$ cat config.mk
export PLATFORM = sky130hd
export DESIGN_NAME = cla_word_sequencer
export DESIGN_NICKNAME = d
export VERILOG_FILES = /design/src/rtl/cla_word_sequencer.sv
export SDC_FILE = /design/constraint.sdc
export NUM_CORES = 1
export LEC_CHECK = 0
export ABC_AREA = 0
export CAP_MARGIN = 15
export CORE_ASPECT_RATIO = 0.75
export CORE_MARGIN = 4
export CORE_UTILIZATION = 56
export DETAILED_ROUTE_END_ITERATION = 7
export PLACE_DENSITY_LB_ADDON = 0.25
export SLEW_MARGIN = 20
export SYNTH_ARGS = -nofsm -noshare
export SYNTH_HDL_FRONTEND = slang
export SYNTH_SLANG_ARGS = --single-unit
export TNS_END_PERCENT = 10
$ cat constraint.sdc
create_clock -name clk -period 6.94 [get_ports clk]
set_clock_uncertainty 0.2 [all_clocks]
set_input_delay 1.388 -clock clk [delete_from_list [all_inputs] [get_ports clk]]
set_output_delay 1.388 -clock clk [all_outputs]
set_load 0.02 [all_outputs]
$ cat src/rtl/cla_word_sequencer.sv
// Multi-precision adder: streams one bits-wide slice per cycle through a CLA, LSB first.
// Optional MPADD_SUB_EN adds a 'sub' port selecting op_a - op_b.
module cla_word_sequencer #(
  parameter int bits  = 8,
  parameter int words = 4
) (
  input  logic                  clk,
  input  logic                  rst,
  input  logic                  in_valid,
  output logic                  in_ready,
  input  logic [bits*words-1:0] op_a,
  input  logic [bits*words-1:0] op_b,
`ifdef MPADD_SUB_EN
  input  logic                  sub,
`endif
  input  logic                  cin,
  output logic                  out_valid,
  input  logic                  out_ready,
  output logic [bits*words-1:0] sum,
  output logic                  cout
);

  localparam int W  = bits * words;
  localparam int CW = (words > 1) ? $clog2(words) : 1;

  localparam logic [1:0] S_IDLE = 2'd0;
  localparam logic [1:0] S_RUN  = 2'd1;
  localparam logic [1:0] S_DONE = 2'd2;

  logic [1:0]      r_state;
  logic [W-1:0]    r_a;
  logic [W-1:0]    r_b;
  logic            r_carry;
  logic [CW-1:0]   r_cnt;
  logic [W-1:0]    r_sum;
  logic            r_cout;

  logic [bits-1:0] w_a_slice;
  logic [bits-1:0] w_b_slice;
  logic [bits-1:0] w_sum_slice;
  logic            w_cout;
  logic            w_last;
  logic [W-1:0]    w_b_in;
  logic            w_carry_in;

`ifdef MPADD_SUB_EN
  // Subtraction as a + ~b + 1; cin is ignored when sub is set.
  assign w_b_in     = sub ? ~op_b : op_b;
  assign w_carry_in = sub | cin;
`else
  assign w_b_in     = op_b;
  assign w_carry_in = cin;
`endif

  always_comb begin
    w_a_slice = '0;
    w_b_slice = '0;
    for (int unsigned i = 0; i < words; i++) begin
      if (r_cnt == CW'(i)) begin
        w_a_slice = r_a[i*bits +: bits];
        w_b_slice = r_b[i*bits +: bits];
      end
    end
  end

  assign w_last = (r_cnt == CW'(words - 1));

  CLA #(.bits(bits)) u_cla (
    .A    (w_a_slice),
    .B    (w_b_slice),
    .Cin  (r_carry),
    .Sum  (w_sum_slice),
    .Cout (w_cout)
  );

  always_ff @(posedge clk or posedge rst) begin
    if (rst) begin
      r_state <= S_IDLE;
      r_a     <= '0;
      r_b     <= '0;
      r_carry <= 1'b0;
      r_cnt   <= '0;
      r_sum   <= '0;
      r_cout  <= 1'b0;
    end else begin
      case (r_state)
        S_IDLE: begin
          if (in_valid) begin
            r_a     <= op_a;
            r_b     <= w_b_in;
            r_carry <= w_carry_in;
            r_cnt   <= '0;
            r_state <= S_RUN;
          end
        end
        S_RUN: begin
          for (int unsigned i = 0; i < words; i++) begin
            if (r_cnt == CW'(i)) r_sum[i*bits +: bits] <= w_sum_slice;
          end
          r_carry <= w_cout;
          if (w_last) begin
            r_cout  <= w_cout;
            r_cnt   <= '0;
            r_state <= S_DONE;
          end else begin
            r_cnt <= r_cnt + CW'(1);
          end
        end
        S_DONE: begin
          if (out_ready) r_state <= S_IDLE;
        end
        default: r_state <= S_IDLE;
      endcase
    end
  end

  assign in_ready  = (r_state == S_IDLE);
  assign out_valid = (r_state == S_DONE);
  assign sum       = r_sum;
  assign cout      = r_cout;

endmodule

// Carry-lookahead adder slice: every carry is a flat sum of generate/propagate products.
module CLA #(
  parameter int bits = 8
) (
  input  logic [bits-1:0] A,
  input  logic [bits-1:0] B,
  input  logic            Cin,
  output logic [bits-1:0] Sum,
  output logic            Cout
);

  logic [bits-1:0] w_g;
  logic [bits-1:0] w_p;
  logic [bits:0]   w_c;
  logic            w_acc;
  logic            w_prop;

  assign w_g = A & B;
  assign w_p = A ^ B;

  always_comb begin
    w_c    = '0;
    w_acc  = 1'b0;
    w_prop = 1'b0;
    w_c[0] = Cin;
    for (int unsigned i = 0; i < bits; i++) begin
      w_acc  = w_g[i];
      w_prop = w_p[i];
      for (int unsigned k = 1; k <= i; k++) begin
        w_acc  = w_acc | (w_prop & w_g[i-k]);
        w_prop = w_prop & w_p[i-k];
      end
      w_c[i+1] = w_acc | (w_prop & Cin);
    end
  end

  assign Sum  = w_p ^ w_c[bits-1:0];
  assign Cout = w_c[bits];

endmodule
# Word-level counts from Yosys, hierarchy flattened
# Cells that the tools add are included.
# totals
word_cells	149
ff_bits	102
output_inout_bits	35
inputBits	69
# classes
muxes	17
n_reduce_logical	10
eq_ne	8
addsub	1
bitwise	103
# ops
cell	count
$and 1x1->1	64
$mux 8	8
$or 1x1->1	36
$xor 8x8->8	2
$reduce_and 2->1	6
$mux 2	5
$and 8x8->8	1
$eq 2x2->1 const B	3
$pmux 2 s3	1
$eq 2x1->1 const B	2
$logic_not 2->1	2
$ne 2x2->1 const B	2
$pmux 2 s2	1
$reduce_and 3->1	1
$add 2x1->2 const B	1
$ne 2x1->1 const B	1
$pmux 1 s2	1
$reduce_bool 2->1	1
$mux 1	1

# Longest topological paths before layout
# depth
depth_word	16
depth_mapped	15
ltp_nobuf	11

# Cells and area by module
# A second synthesis with hierarchy kept.
# unflattened
hier_cells	358
area_unflattened_um2	4913.5
# modules_own_cells
module	cells_per_inst	area_per_inst_um2	seq_area_each_um2	n_inst
cla_word_sequencer	317	4580.6	2552.4	1
CLA	41	332.8	0.0	1

# Least setup slack after synthesis
# Ideal clock, no wire load.
# synth_timing
kind	reg2reg
start	register r_cnt[0]
end	register r_sum[15] (netlist: sum[15])
path_slack_ps	3525
period_less_slack_ps	3415
t_arrival_ps	3146
setup_ps	69
stages_incl_launch_ff	15
t_required_ps	6671
path_buffers	3
path_cell_list	dfrtp_1 -> inv_1 -> ha_1 -> clkbuf_1 -> clkbuf_1 -> nand3b_1 -> a21oi_1 -> a21oi_1 -> o21ai_0 -> ha_1 -> a211o_1 -> and3_4 -> buf_6 -> or4_1 -> nand3_1
# synth_between
elab_chain_cells	15
word_cells_on_any_way	36
cone_classes	eq/ne (3); mux (8); bitwise (23); reduce/logical (2)
# synth_lines
item	line_no	rtl
from (decl)	34	logic [CW-1:0] r_cnt;
from (signal assigned)	106	r_cnt <= r_cnt + CW'(1);
$logic_not 2->1	59	if (r_cnt == CW'(i)) begin
$mux 8 (4 in series)	59	
$xor 8x8->8 / $and 8x8->8 (equally long branches)	142, 141	
$and 1x1->1, on equally long branches	153, 154	
$or 1x1->1, or another cell as far along (5 in series)	153	w_acc = w_acc | (w_prop & w_g[i-k]);
$or 1x1->1 / $and 1x1->1 (equally long branches)	153, 156	
$or 1x1->1	156	w_c[i+1] = w_acc | (w_prop & Cin);
$xor 8x8->8	160	assign Sum = w_p ^ w_c[bits-1:0];
to (signal, indexed assignment)	98	if (r_cnt == CW'(i)) r_sum[i*bits +: bits] <= w_sum_slice;
to (decl)	35	logic [W-1:0] r_sum;
# Parallel ways exist; a longest one is shown, timed or not.
# A chain may end at the register's enable or synchronous reset.

# Worst setup path after layout
# layout_timing
start	register r_cnt[1]
end	register r_sum[3] (netlist: sum[3])
# layout_between
elab_chain_cells	11
word_cells_on_any_way	24
cone_classes	eq/ne (3); mux (8); bitwise (11); reduce/logical (2)
# layout_lines
item	line_no
$logic_not 2->1	59, 98
$mux 8 (4 in series)	59
$xor 8x8->8 / $and 8x8->8 (equally long branches)	142, 141
$and 1x1->1, on equally long branches	153, 154
$or 1x1->1, or another cell as far along	153
$or 1x1->1 / $and 1x1->1 (equally long branches)	153, 156
$or 1x1->1	156
$xor 8x8->8	160
# Parallel ways exist; a longest one is shown, timed or not.

==> results.sh <==
export IMPL_status="complete, no violations"
export IMPL_io_buffers=103
export IMPL_p_per_area_nw_per_um2=525
export IMPL_synth_top_area_cell="dfrtp_1"
export IMPL_drc=0
export IMPL_synth_top_area_frac=0.505
export IMPL_rows=29
export IMPL_dp_hpwl_mm=9.21
export IMPL_numCtsBuffers=9
export IMPL_synth_nets=683
export IMPL_min_period_ns=3.92
export IMPL_htree_levels=3
export IMPL_die_x_um=118
export IMPL_clk_path_buf_depth=2
export IMPL_post_cts_buffers=0
export IMPL_ys_seq_area_frac=0.505
export IMPL_startpoint_type="flip-flop"
export IMPL_drt_total_wl_mm=13.0
export IMPL_crit_path_end_kind="flip-flop"
export IMPL_min_path_type="flip-flop to flip-flop"
export IMPL_path_class="flip-flop to flip-flop"
export IMPL_cpPeakStageDelay_ns=0.80
export IMPL_synth_area_um2=5050
export IMPL_grt_pass1_vias=4416
export IMPL_viasPerCell=5.66
export IMPL_place_congestion=0.894
export IMPL_cp_slowest_cell="ha_1"
export IMPL_p_leak_nw=3.02
export IMPL_synthCells=601
export IMPL_power_mw=3.37
export IMPL_area_growth_pct=27.0
export IMPL_die_height_um=90.3
export IMPL_start_util=0.585
export IMPL_vias=4474
export IMPL_cap_viol_max_count=0
export IMPL_rsz0062_at_grt="no"
export IMPL_finalHoldViolCount=0
export IMPL_peakVddDrop_mv=0.254
export IMPL_cts_hold_buf=0
export IMPL_drive_above_1_share=0.0469
export IMPL_core_area_um2=8640
export IMPL_layout_common_cells="nand2_1, clkdlybuf4s50_1, dfrtp_1"
export IMPL_layout_commonest_cell="nand2_1"
export IMPL_overflow=0
export IMPL_final_period_utilization=0.564
export IMPL_tightest_slew_ns=1.08
export IMPL_grt_pass1_wl_mm=21.7
export IMPL_ys_warnings_count=0
export IMPL_grtUsageTotal=0.249
export IMPL_synth_seq_cells=102
export IMPL_nets=760
export IMPL_ant_nets=0
export IMPL_io_pins=104
export IMPL_drtPass1Iterations=7
export IMPL_cp_required_ns=6.93
export IMPL_numClockSinks=102
export IMPL_drv_slew=0
export IMPL_syn_area_per_cell_um2=8.41
export IMPL_setup_violations=0
export IMPL_crit_chain="inv_1, ha_1, nand2_1, a21oi_1, a21oi_1, o21ai_0, ha_1, a211o_1, a21oi_2, xor2_1, o21ai_0"
export IMPL_cts_tree="done"
export IMPL_path_max_fanout=34
export IMPL_drt_iter0_markers=340
export IMPL_clk_pin_slew_ns=0.07
export IMPL_diodes=0
export IMPL_fmax_mhz=255
export IMPL_clk_latency_ns=0.34
export IMPL_fin_setup_tns_ns=0
export IMPL_cts_root_buf="clkbuf_16"
export IMPL_wl_per_cell_um=16.4
export IMPL_cts_resized=0
export IMPL_antenna_found_initial=0
export IMPL_synthTopCellsByArea="dfrtp_1, nand2_1, o21ai_0"
export IMPL_grt_max_degree=80
export IMPL_synth_cell_types=36
export IMPL_max_slew_margin_rel=0.281
export IMPL_dieArea_um2=10600
export IMPL_arrival_ns=3.90
==> state kept, by name, indices dropped and copies added, names as in the netlist <==
register  count
r_a          32
r_b          32
sum          32
r_cnt         2
r_state       2
cout          1
r_carry       1
==> final timing paths <==
path                                      startpoint             endpoint  slack, ns  cells past startpoint
worst min-delay path             r_b[30]$_DFFE_PP0P_  r_b[30]$_DFFE_PP0P_       0.28                      2
worst max-delay path            r_cnt[1]$_DFFE_PP0P_   sum[3]$_DFFE_PP0P_       3.02                     11
worst min register to register   r_b[30]$_DFFE_PP0P_  r_b[30]$_DFFE_PP0P_       0.28                      2
min in group asynchronous                        rst  r_b[21]$_DFFE_PP0P_       1.15                      2
max in group asynchronous                        rst   sum[7]$_DFFE_PP0P_       4.11                      3
worst max register to register  r_cnt[1]$_DFFE_PP0P_   sum[3]$_DFFE_PP0P_       3.02                     11
==> area by class of cell <==
cell class | count | area, µm²
Timing Repair Buffer | 106 | 1050
Sequential cell | 102 | 2550
Tap cell | 108 | 135
Inverter | 5 | 21.3
Clock buffer | 12 | 267
Multi-Input combinational cell | 454 | 2340
Fill cell | 628 | 2220
Clock inverter | 4 | 51.3
==> routing by layer <==
| metal | up-vias | track usage | wire length (µm) |
|---|---|---|---|
| li1 | 2144 | - | - |
| met4 | 0 | 0.0741 | 256 |
| met2 | 193 | 0.380 | 5860 |
| met1 | 2106 | 0.346 | 5770 |
| met3 | 31 | 0.0745 | 1090 |
| met5 | - | 0 | 0 |
==> kinds of logic (layout without fill, tap and decap cells) <==
kind of cell    count (synthesis)  after routing  synth area share
xor+xnor                        3              3           0.00520
compound gates                102            102             0.120
flops                         102            102             0.505
simple gates                  327            327             0.282
fa+ha+maj                      13             13            0.0337
buf+inv                        45            127            0.0354
mux                             9              9            0.0188
==> worst max-delay path: cells and delay by family, from the launching register on <==
kind | cells | cell delay (ns)
buffers and inverters | 1 | 0.12
adder cells (fa/ha/maj) | 2 | 1.11
AND/OR/NAND/NOR | 1 | 0.12
flip-flops | 1 | 0.41
XOR/XNOR | 1 | 0.37
AO/OA/AOI/OAI | 6 | 1.42
==> power breakdown <==
group / switching [mW] / total (mW) / internal [mW] / leakage (nW)
registers: 0.189 / 1.07 / 0.876 / 1.27
clock network: 0.215 / 0.525 / 0.310 / 0.155
logic: 1.10 / 1.78 / 0.685 / 1.59
==> through the flow <==
stage | worst slack [ns] | hold WS [ns] | instances | cell area, µm² | utilization
global placement | 3.21 | 0.259 | 775 | 6090 | 0.705
detailed placement | 3.03 | 0.266 | 775 | 6100 | 0.706
CTS | 3.01 | 0.281 | 791 | 6410 | 0.743
floorplan | 2.68 | 0.246 | 601 | 5050 | -
finish | 3.02 | 0.280 | 791 | 6420 | 0.743
global route | 2.56 | 0.296 | 791 | 6420 | 0.743
==> synth_stat cells, drive strengths merged <==
library cell / instances
nor2: 13
or2: 2
nor2b: 5
buf: 8
xnor2: 1
or4: 8
o21ai: 39
a2111oi: 1
dfrtp: 102
and3: 2
inv: 5
o21a: 2
or4bb: 1
nor3b: 3
a211o: 5
o31ai: 7
nand3: 11
nand2: 246
xor2: 2
mux2: 4
fa: 1
nand2b: 8
ha: 12
a211oi: 4
nor3: 7
nand4: 1
clkbuf: 32
a21o: 1
o2111ai: 4
a21oi: 39
mux2i: 5
nand3b: 20
No activity file was read; power rests on OpenSTA's default activity.
